$ cat config.mk
export PLATFORM = sky130hd
export DESIGN_NAME = adma_controller
export DESIGN_NICKNAME = d
export VERILOG_FILES = /design/src/rtl/adma_controller.sv
export SDC_FILE = /design/constraint.sdc
export NUM_CORES = 1
export LEC_CHECK = 0
export ABC_AREA = 0
export CAP_MARGIN = 25
export CORE_MARGIN = 5
export CORE_UTILIZATION = 35
export CTS_CLUSTER_SIZE = 8
export DETAILED_ROUTE_END_ITERATION = 10
export SETUP_SLACK_MARGIN = 0.5
export SLEW_MARGIN = 15
export SYNTH_ARGS = -nofsm -noshare
export SYNTH_HDL_FRONTEND = slang
export SYNTH_SLANG_ARGS = --single-unit
$ cat constraint.sdc
create_clock -name CLK -period 3.3 [get_ports CLK]
set_input_delay 0.495 -clock CLK [delete_from_list [all_inputs] [get_ports CLK]]
set_output_delay 0.495 -clock CLK [all_outputs]
set_load 0.02 [all_outputs]
$ cat src/rtl/adma_controller.sv
// ADMA2-style descriptor engine: walks a descriptor table in system memory and
// moves 64-bit words between memory and the SD data FIFO.
module adma_controller #(
  parameter int ADDR_W = 64,
  parameter int DATA_W = 64
) (
  input  logic              CLK,
  input  logic              RESET,
  input  logic              STOP,
  input  logic              command_reg_write,
  input  logic              command_reg_continue,
  input  logic              direction,
  input  logic [ADDR_W-1:0] starting_address,
  output logic              mem_req,
  output logic              mem_we,
  output logic [ADDR_W-1:0] mem_addr,
  output logic [DATA_W-1:0] mem_wdata,
  input  logic              mem_ack,
  input  logic [DATA_W-1:0] mem_rdata,
  output logic              fifo_wr_en,
  output logic [DATA_W-1:0] fifo_wdata,
  input  logic              fifo_full,
  output logic              fifo_rd_en,
  input  logic [DATA_W-1:0] fifo_rdata,
  input  logic              fifo_empty,
  output logic [1:0]        adma_state,
  output logic              dma_int,
  output logic              xfer_done,
  output logic              adma_error,
  output logic [1:0]        adma_err_state
);

  typedef enum logic [1:0] {
    ST_STOP = 2'd0,
    ST_FDS  = 2'd1,
    ST_CADR = 2'd2,
    ST_TFR  = 2'd3
  } state_t;

  localparam logic [ADDR_W-1:0] L_WORD = ADDR_W'(8);
  localparam logic [ADDR_W-1:0] L_DESC = ADDR_W'(16);

  state_t            r_state, w_next;
  logic [ADDR_W-1:0] r_desc_ptr, r_xfer_addr, r_word1;
  logic [DATA_W-1:0] r_word0;
  logic [13:0]       r_count;
  logic              r_dir, r_fds_beat, r_hold, r_int, r_end;
  logic              r_wr_d, r_cont_d, r_start_q, r_cont_q;
  logic              r_error, r_dma_int, r_xfer_done;
  logic [1:0]        r_err_state;

  logic              w_req, w_beat, w_can_issue, w_bad, w_last;
  logic [1:0]        w_act;
  logic [13:0]       w_len_words;

  assign w_act       = r_word0[5:4];
  assign w_bad       = ~r_word0[0] | (w_act == 2'b01);
  // Length field in 8-byte words; a zero field encodes the full 64 KiB.
  assign w_len_words = (r_word0[31:19] == 13'd0) ? 14'd8192 : {1'b0, r_word0[31:19]};
  assign w_last      = (r_count == 14'd1);
  assign w_can_issue = r_dir ? ~fifo_full : ~fifo_empty;
  assign w_req       = (r_state == ST_FDS) | ((r_state == ST_TFR) & (r_hold | w_can_issue));
  assign w_beat      = w_req & mem_ack & ~STOP;

  assign adma_state     = r_state;
  assign dma_int        = r_dma_int;
  assign xfer_done      = r_xfer_done;
  assign adma_error     = r_error;
  assign adma_err_state = r_err_state;

  always_ff @(posedge CLK) begin
    if (RESET) r_state <= ST_STOP;
    else       r_state <= w_next;
  end

  always_comb begin
    w_next = r_state;
    if (STOP) begin
      w_next = ST_STOP;
    end else begin
      case (r_state)
        ST_STOP: begin
          if (r_start_q | (r_cont_q & r_error)) w_next = ST_FDS;
          else                                  w_next = ST_STOP;
        end
        ST_FDS: begin
          if (w_beat & r_fds_beat) w_next = ST_CADR;
          else                     w_next = ST_FDS;
        end
        ST_CADR: begin
          if (w_bad)                  w_next = ST_STOP;
          else if (w_act == 2'b10)    w_next = ST_TFR;
          else if (r_word0[1])        w_next = ST_STOP;
          else                        w_next = ST_FDS;
        end
        ST_TFR: begin
          if (w_beat & w_last) w_next = r_end ? ST_STOP : ST_FDS;
          else                 w_next = ST_TFR;
        end
        default: w_next = ST_STOP;
      endcase
    end
  end

  always_comb begin
    mem_req    = w_req;
    mem_we     = 1'b0;
    mem_addr   = '0;
    mem_wdata  = '0;
    fifo_wr_en = 1'b0;
    fifo_wdata = '0;
    fifo_rd_en = 1'b0;
    case (r_state)
      ST_FDS: mem_addr = r_fds_beat ? (r_desc_ptr + L_WORD) : r_desc_ptr;
      ST_TFR: begin
        mem_we     = ~r_dir;
        mem_addr   = r_xfer_addr;
        mem_wdata  = r_dir ? '0 : fifo_rdata;
        fifo_wr_en = r_dir & w_beat;
        fifo_wdata = (r_dir & w_beat) ? mem_rdata : '0;
        fifo_rd_en = ~r_dir & w_beat;
      end
      default: mem_addr = '0;
    endcase
  end

  // Datapath: strobe edge detection, descriptor capture, transfer counters and pulses.
  always_ff @(posedge CLK) begin
    if (RESET) begin
      r_desc_ptr  <= '0;
      r_xfer_addr <= '0;
      r_word0     <= '0;
      r_word1     <= '0;
      r_count     <= 14'd0;
      r_dir       <= 1'b0;
      r_fds_beat  <= 1'b0;
      r_hold      <= 1'b0;
      r_int       <= 1'b0;
      r_end       <= 1'b0;
      r_wr_d      <= 1'b0;
      r_cont_d    <= 1'b0;
      r_start_q   <= 1'b0;
      r_cont_q    <= 1'b0;
      r_error     <= 1'b0;
      r_err_state <= 2'd0;
      r_dma_int   <= 1'b0;
      r_xfer_done <= 1'b0;
    end else begin
      r_wr_d      <= command_reg_write;
      r_cont_d    <= command_reg_continue;
      r_start_q   <= command_reg_write & ~r_wr_d;
      r_cont_q    <= command_reg_continue & ~r_cont_d;
      r_dma_int   <= 1'b0;
      r_xfer_done <= 1'b0;
      if (STOP) begin
        r_hold     <= 1'b0;
        r_fds_beat <= 1'b0;
      end else begin
        case (r_state)
          ST_STOP: begin
            r_fds_beat <= 1'b0;
            r_hold     <= 1'b0;
            if (r_start_q) begin
              r_desc_ptr <= starting_address;
              r_dir      <= direction;
              r_error    <= 1'b0;
            end else if (r_cont_q & r_error) begin
              r_error <= 1'b0;
            end
          end
          ST_FDS: begin
            if (w_beat) begin
              r_fds_beat <= ~r_fds_beat;
              if (r_fds_beat) r_word1 <= mem_rdata[ADDR_W-1:0];
              else            r_word0 <= mem_rdata;
            end
          end
          ST_CADR: begin
            if (w_bad) begin
              r_error     <= 1'b1;
              r_err_state <= ST_FDS;
            end else if (w_act == 2'b10) begin
              r_xfer_addr <= r_word1;
              r_count     <= w_len_words;
              r_desc_ptr  <= r_desc_ptr + L_DESC;
              r_int       <= r_word0[2];
              r_end       <= r_word0[1];
            end else begin
              r_desc_ptr  <= (w_act == 2'b11) ? r_word1 : (r_desc_ptr + L_DESC);
              r_dma_int   <= r_word0[2];
              r_xfer_done <= r_word0[1];
            end
          end
          ST_TFR: begin
            // Once issued, a beat is held until acked regardless of FIFO flags.
            r_hold <= w_req & ~mem_ack;
            if (w_beat) begin
              r_xfer_addr <= r_xfer_addr + L_WORD;
              r_count     <= r_count - 14'd1;
              if (w_last) begin
                r_dma_int   <= r_int;
                r_xfer_done <= r_end;
              end
            end
          end
          default: r_hold <= 1'b0;
        endcase
      end
    end
  end

endmodule

==> run_results.csv, run 1 <==
group,metric,value,unit
run_status,status,"finished with violations",
run_status,violations,"setup timing",
timing,relSlewSlack,38.6,%
cts,insertion_delay,0.57,ns
setup_path,critPathKind,"flop to output pin",
logic_synthesis,synth_top_cell_by_area,"dfxtp_1",
logic_synthesis,syn-instance-count,2337,
setup_path,critPathLaunchType,"flop",
route,postRouteAntennaNets,0,
cts,hold_buffers,0,
timing,rsz0062_at_grt,"true",
cts,clock-sinks,239,
min_path,holdPathEnd,"r_word1[43]",
finish,fin_cells,3458,
run,max_cap_viol_count,0,
finish,final_area,24700,um2
finish,final-seq-area,4860,um2
timing,tns,-0.168,ns
route,num_vias,20600,
finish,diodes,0,
logic_synthesis,netlist_area,16000,um2
setup_path,crit_chain,"nand4_1, or4_4, buf_6, nor3_4, buf_6, nand3_2, xor2_1, o21ai_1, buf_4",
logic_synthesis,yosys_warnings,0,
logic_synthesis,syn-num-nets,2547,
timing,post-route-period-util,102,%
setup_path,r2r-start,"adma_state[0]",
global_routing,antenna_found_initial,1,
floorplan,initial_core_util,35.3,%
timing,hold_viol_final,0,
placement,dp.cells,3342,
setup_path,cp_slowest_stage_delay,0.62,ns
pwr,netSwitchingFraction,25.7,%
cts,clockBufferDepth,3,
setup_path,cp_slowest_cell,"or4_4",
setup_path,cp.arrival,2.86,ns
finish,nFillCells,4350,
setup_path,required,2.80,ns
cts,clockRootBuffer,"clkbuf_16",
setup_path,critical-path-top-delay-family,"simple AND/OR/NAND/NOR gates",
placement,placed_cell_area,21800,um2
pwr,power_frac_comb,9.4,%
logic_synthesis,synth-seq-area-share,29.9,%
cts,cts_buffers,36,
pwr,power.switching,1.84,mW
global_routing,gr-total-overflow,0,
route,drc,0,
floorplan,rows,78,
pwr,power.internal,5.33,mW
min_path,min_path_cells,2,
placement,hpwl,63800,um
pwr,powerDensity,290,nW/um2
setup_path,crit_top_cell,"buf_6",
cts,htreeDepth,2,
global_routing,grt_max_degree,123,
global_routing,track_usage,31.9,%
logic_synthesis,ys_seq_elements,239,
finish,multi_input_area,11600,um2
global_routing,grt_pass1_wl,124000,um
logic_synthesis,syn_area_per_cell,6.86,um2
floorplan,core,45400,um2
finish,syn2layout_area_growth,54.2,%
setup_path,critPathMaxFanout,6,
floorplan,fp.dieH,224,um
logic_synthesis,synth-edff-count,0,
min_path,min_from,"RESET",
cts,tritoncts,"done",
timing,fmax,298,MHz
route,drtPass1Iterations,7,
timing,period_needed,3.36,ns
floorplan,die-area,50200,um2
floorplan,io_pins,404,
placement,place.gp.congestion,1.01,
logic_synthesis,synthTopCellsByArea,"dfxtp_1 30%, nand2_1 9.5%, a21oi_1 7.7%",
setup_path,crit_buf_inv,3,
cts,cts.reportedPaths.clkPinSlew,0.05,ns
pwr,leakage,9.02,nW
logic_synthesis,ys_types,75,
pwr,peakVddDrop,0.252,mV
finish,drive_gt1_share,26.4,%
pwr,p_clk_share,49.4,%
logic_synthesis,synthFlopType,"dfxtp_1",
finish,final_nets,3062,
timing,worst_slack,-0.0561,ns
logic_synthesis,synth_top_area_share,29.9,%
setup_path,r2r-end,"r_xfer_addr[50]",
placement,dp_slack,-0.155,ns
route,wl_per_cell,25.3,um
global_routing,grt_pass1_vias,19500,
placement,io_buffers,402,
timing,fin_worst_skew,0.0180,ns
setup_path,end_kind,"output pin",
timing,finalMaxSlewViolations,0,
setup_path,r2r_cells,9,
route,drt_iter0_drc,2210,
min_path,holdCritPathClass,"input pin to flop",
timing,tightest_slew,0.913,ns
floorplan,die_w,224,um
setup_path,reg2reg_slack,0.58,ns
pwr,p_seq_share,41.2,%
timing,finalSetupViolCount,7,
route,routed_wl,87400,um
logic_synthesis,async_flop_share,0,%
route,avgViaCountPerCell,5.95,
==> worst reg2reg max path, delay by kind of cell (launching register included) <==
family                   cells  cell delay, ns
flip-flops                   1            0.38
AND/OR/NAND/NOR              2            0.86
adder cells (fa/ha/maj)      1            0.22
buffers and inverters        2            0.39
AO/OA/AOI/OAI                2            0.41
multiplexers                 2            0.38
==> timing repair <==
action                     4_1_cts  5_1_grt
setup endpoints to repair      195      140
gates cloned                     0        5
pin swaps                       81       98
resized for setup              783      439
setup buffers                   33       34
==> worst max path at each step <==
| stage | start | endpoint | cells past startpoint |
|---|---|---|---|
| floorplan | r_desc_ptr[5] | mem_addr[40] | 8 |
| global placement | r_desc_ptr[4] | mem_addr[40] | 9 |
| detailed placement | r_desc_ptr[4] | mem_addr[40] | 9 |
| CTS | r_desc_ptr[5] | mem_addr[46] | 10 |
| global route | r_desc_ptr[5] | mem_addr[46] | 10 |
| finish | r_desc_ptr[13] | mem_addr[46] | 9 |
==> kinds of logic after synthesis <==
| family | count (synthesis) | share of synthesized area [%] |
|---|---|---|
| AO/OA/AOI/OAI | 662 | 24.9 |
| XOR/XNOR | 71 | 3.88 |
| adder cells (fa/ha/maj) | 10 | 0.765 |
| buffers and inverters | 242 | 5.82 |
| flip-flops | 239 | 29.9 |
| multiplexers | 20 | 1.29 |
| other | 1 | 0.0234 |
| AND/OR/NAND/NOR | 1092 | 33.5 |
==> Yosys cell counts, types with 38 or more instances <==
cell type,n
nand4_1,58
dfxtp_1,239
nand2_1,406
nand3_1,87
nor2_1,149
a21oi_1,248
o21ai_0,182
xnor2_1,38
and2_1,145
nor4_1,55
clkbuf_1,178
nor3_1,60
==> metal layers <==
metal	GRT usage, %	vias up	share of wire, %
li1	-	9351	-
met1	41.5	9828	40
met2	50.5	1158	45
met3	4.64	246	8.4
met4	18.5	0	7.0
met5	0	-	0
==> metrics by stage <==
| step | hold WS, ns | total power, mW | util [%] |
|---|---|---|---|
| 6_report | 0.347 | 7.17 | 54.5 |
| 4_1_cts | 0.333 | 7.18 | 52.8 |
| 3_3_place_gp | 0.372 | 3.63 | 48.0 |
| 2_1_floorplan | 0.367 | 3.21 | - |
| 3_5_place_dp | 0.376 | 3.64 | 48.0 |
| 5_1_grt | 0.352 | 7.34 | 54.5 |
==> area by class of cell <==
cell class | instances | share of cell area [%]
clock buffers | 40 | 3.75
multi-input cells | 1856 | 47.0
clock inverters | 4 | 0.304
flip-flops and latches | 239 | 19.7
repair buffers | 685 | 25.7
inverters | 34 | 0.527
well taps | 600 | 3.04
==> state kept, by name, indices dropped and copies added, names as in the netlist, 2 cells and up <==
name / count
r_word1: 64
r_count: 14
adma_state: 2
r_desc_ptr: 64
r_word0: 18
r_xfer_addr: 64
==> power groups by stage <==
stage | combinational (mW) | clock (mW) | sequential [mW]
after CTS | 0.654 | 3.57 | 2.95
after global placement | 0.622 | 0 | 3.01
after global routing | 0.708 | 3.68 | 2.95
after floorplan | 0.210 | 0 | 3.00
final | 0.675 | 3.54 | 2.95
after detailed placement | 0.624 | 0 | 3.01
==> cells in the final DEF (no fill, tap or decap), types with 25 or more instances in the layout <==
cell type / synthesis / layout
a211oi_1: 29 / 29
a21oi_1: 248 / 247
a31oi_1: 28 / 28
and2_1: 145 / 103
and2_4: 0 / 41
and3_1: 26 / 25
buf_4: 1 / 222
buf_6: 0 / 131
clkbuf_16: 0 / 41
clkbuf_2: 1 / 63
clkdlybuf4s50_1: 0 / 204
dfxtp_1: 239 / 203
dfxtp_2: 0 / 25
inv_1: 32 / 31
nand2_1: 406 / 386
nand3_1: 87 / 73
nand4_1: 58 / 58
nor2_1: 149 / 132
nor3_1: 60 / 49
nor4_1: 55 / 42
o21ai_0: 182 / 139
o21ai_1: 0 / 26
(Power assumes the default switching activity.)
==> run 2, diff against run 1 <==
--- a/config.mk
+++ b/config.mk
@@ -9,6 +9,7 @@
 export CAP_MARGIN = 25
 export CORE_MARGIN = 5
 export CORE_UTILIZATION = 35
+export CTS_CLUSTER_DIAMETER = 80
 export CTS_CLUSTER_SIZE = 8
 export DETAILED_ROUTE_END_ITERATION = 10
 export SETUP_SLACK_MARGIN = 0.5
==> run_results.csv, run 2 (synthesized netlist as in run 1, its figures left out) <==
group,metric,value,unit
run_status,status,"finished with violations",
run_status,violations,"setup timing",
floorplan,rows,78,
finish,syn2layout_area_growth,54.9,%
floorplan,initial_core_util,35.3,%
global_routing,track_usage,32.0,%
cts,clockRootBuffer,"clkbuf_16",
placement,dp_slack,-0.155,ns
placement,place.gp.congestion,1.01,
finish,final_common_cell,"nand2_1",
timing,rsz0062_at_grt,"true",
pwr,power.switching,1.82,mW
setup_path,required,2.80,ns
pwr,leakage,9.08,nW
setup_path,critPathLaunchType,"flop",
route,drc,0,
timing,fin_worst_skew,0.0248,ns
setup_path,critPathKind,"flop to output pin",
global_routing,grt_pass1_vias,19600,
floorplan,die-area,50200,um2
pwr,peakVddDrop,0.255,mV
setup_path,critPathMaxFanout,5,
global_routing,grt_pass1_wl,124000,um
pwr,p_seq_share,41.7,%
floorplan,die_w,224,um
route,avgViaCountPerCell,5.93,
route,routed_wl,87300,um
pwr,p_clk_share,48.8,%
cts,cts.reportedPaths.clkPinSlew,0.06,ns
cts,clockBufferDepth,3,
timing,tns,-0.105,ns
finish,final_nets,3063,
cts,insertion_delay,0.57,ns
setup_path,crit_top_cell,"nand4_1",
finish,final_cell_mix,"386 x nand2_1, 247 x a21oi_1, 227 x buf_4, 205 x clkdlybuf4s50_1, 201 x dfxtp_1",
route,wl_per_cell,25.2,um
floorplan,core,45400,um2
timing,tightest_slew,0.914,ns
global_routing,antenna_found_initial,1,
finish,fin_cells,3462,
cts,cts_buffers,36,
pwr,netSwitchingFraction,25.6,%
route,postRouteAntennaNets,0,
timing,finalMaxSlewViolations,0,
finish,final_core_util,54.7,%
global_routing,gr-total-overflow,0,
placement,io_buffers,402,
timing,finalSetupViolCount,4,
timing,worst_slack,-0.0359,ns
run,max_cap_viol_count,0,
route,num_vias,20500,
timing,post-route-period-util,101,%
global_routing,grt_max_degree,123,
pwr,powerDensity,286,nW/um2
timing,relSlewSlack,38.5,%
floorplan,fp.dieH,224,um
placement,hpwl,63800,um
floorplan,io_pins,404,
cts,htreeDepth,2,
cts,clock-sinks,239,
timing,period_needed,3.34,ns
finish,drive_gt1_share,25.4,%
pwr,power_frac_comb,9.6,%
cts,tritoncts,"done",
setup_path,cp.arrival,2.84,ns
route,drtPass1Iterations,6,
finish,final_area,24800,um2
min_path,holdCritPathClass,"input pin to flop",
setup_path,cp_slowest_cell,"or4_4",
setup_path,cp_slowest_stage_delay,0.61,ns
finish,reg_top3,"r_desc_ptr: 64 flops, r_word1: 64 flops, r_xfer_addr: 64 flops",
timing,fmax,300,MHz
placement,dp.cells,3342,
setup_path,end_kind,"output pin",
route,drt_iter0_drc,2449,
setup_path,crit_chain,"nand4_1, or4_4, buf_6, nor3_4, nand4_1, xnor2_2, o21ai_1, buf_4",
placement,placed_cell_area,21800,um2
timing,hold_viol_final,0,
pwr,power.internal,5.28,mW
run 2: changes by cell type in the layout (fill, tap and decap cells not counted), moves of 5 or more:
cell / change
clkbuf_2: -32
clkdlybuf4s15_1: +10
clkdlybuf4s15_2: +6
buf_2: -6
dfxtp_2: +5
dlygate4sd2_1: +24
buf_6: -6
buf_4: +5
run 2: repair_timing:
item | 4_1_cts | 5_1_grt
resized for setup | 793 | 343
cloned | 0 | 6
buffers inserted | 38 | 29
endpoints found under the setup margin | 195 | 149
pin swaps | 91 | 87
hold buffers | 0 | 0
run 2: area by class of cell:
class | instances | area [um2]
Fill cell | 4355 | 20600
Multi-Input combinational cell | 1856 | 11600
Timing Repair Buffer | 686 | 6540
Sequential cell | 239 | 4850
Clock buffer | 40 | 936
Tap cell | 600 | 751
Inverter | 34 | 128
Clock inverter | 4 | 50.0
Antenna cell | 3 | 7.51
run 2: worst paths after layout:
check	startpoint	end	slack [ns]	depth (start not counted)
worst max register to register	adma_state[1]	r_xfer_addr[50]	0.58	9
worst min register to register	r_wr_d	r_start_q	0.39	1
worst max-delay path	r_desc_ptr[14]	mem_addr[62]	-0.04	8
worst min-delay path	RESET	r_word1[36]	0.34	2
run 2: worst max-delay path, delay by kind of cell (launching register included):
family	cells	cell delay, ns
AND/OR/NAND/NOR	4	1.23
buffers and inverters	2	0.34
flip-flops	1	0.32
AO/OA/AOI/OAI	1	0.16
XOR/XNOR	1	0.20
run 2: routing by layer:
metal	wire [um]	track usage [%]	part of all wire (%)
met4	6300	18.1	7.2
met3	7700	5.02	8.8
met2	38600	50.6	44
met5	0	0	0
met1	34700	41.7	40
run 2: stage by stage:
stage          power (mW)  hold slack [ns]
4_1_cts              7.12            0.335
6_report             7.09            0.344
2_1_floorplan        3.21            0.367
3_3_place_gp         3.63            0.372
3_5_place_dp         3.64            0.376
5_1_grt              7.29            0.343
run 2: power by group through the flow:
stage                     Sequential [mW]  Combinational (mW)  Clock (mW)
after floorplan                      3.00               0.210           0
after global routing                 2.95               0.713        3.62
after global placement               3.01               0.622           0
after detailed placement             3.01               0.624           0
final                                2.96               0.679        3.46
after CTS                            2.96               0.657        3.51
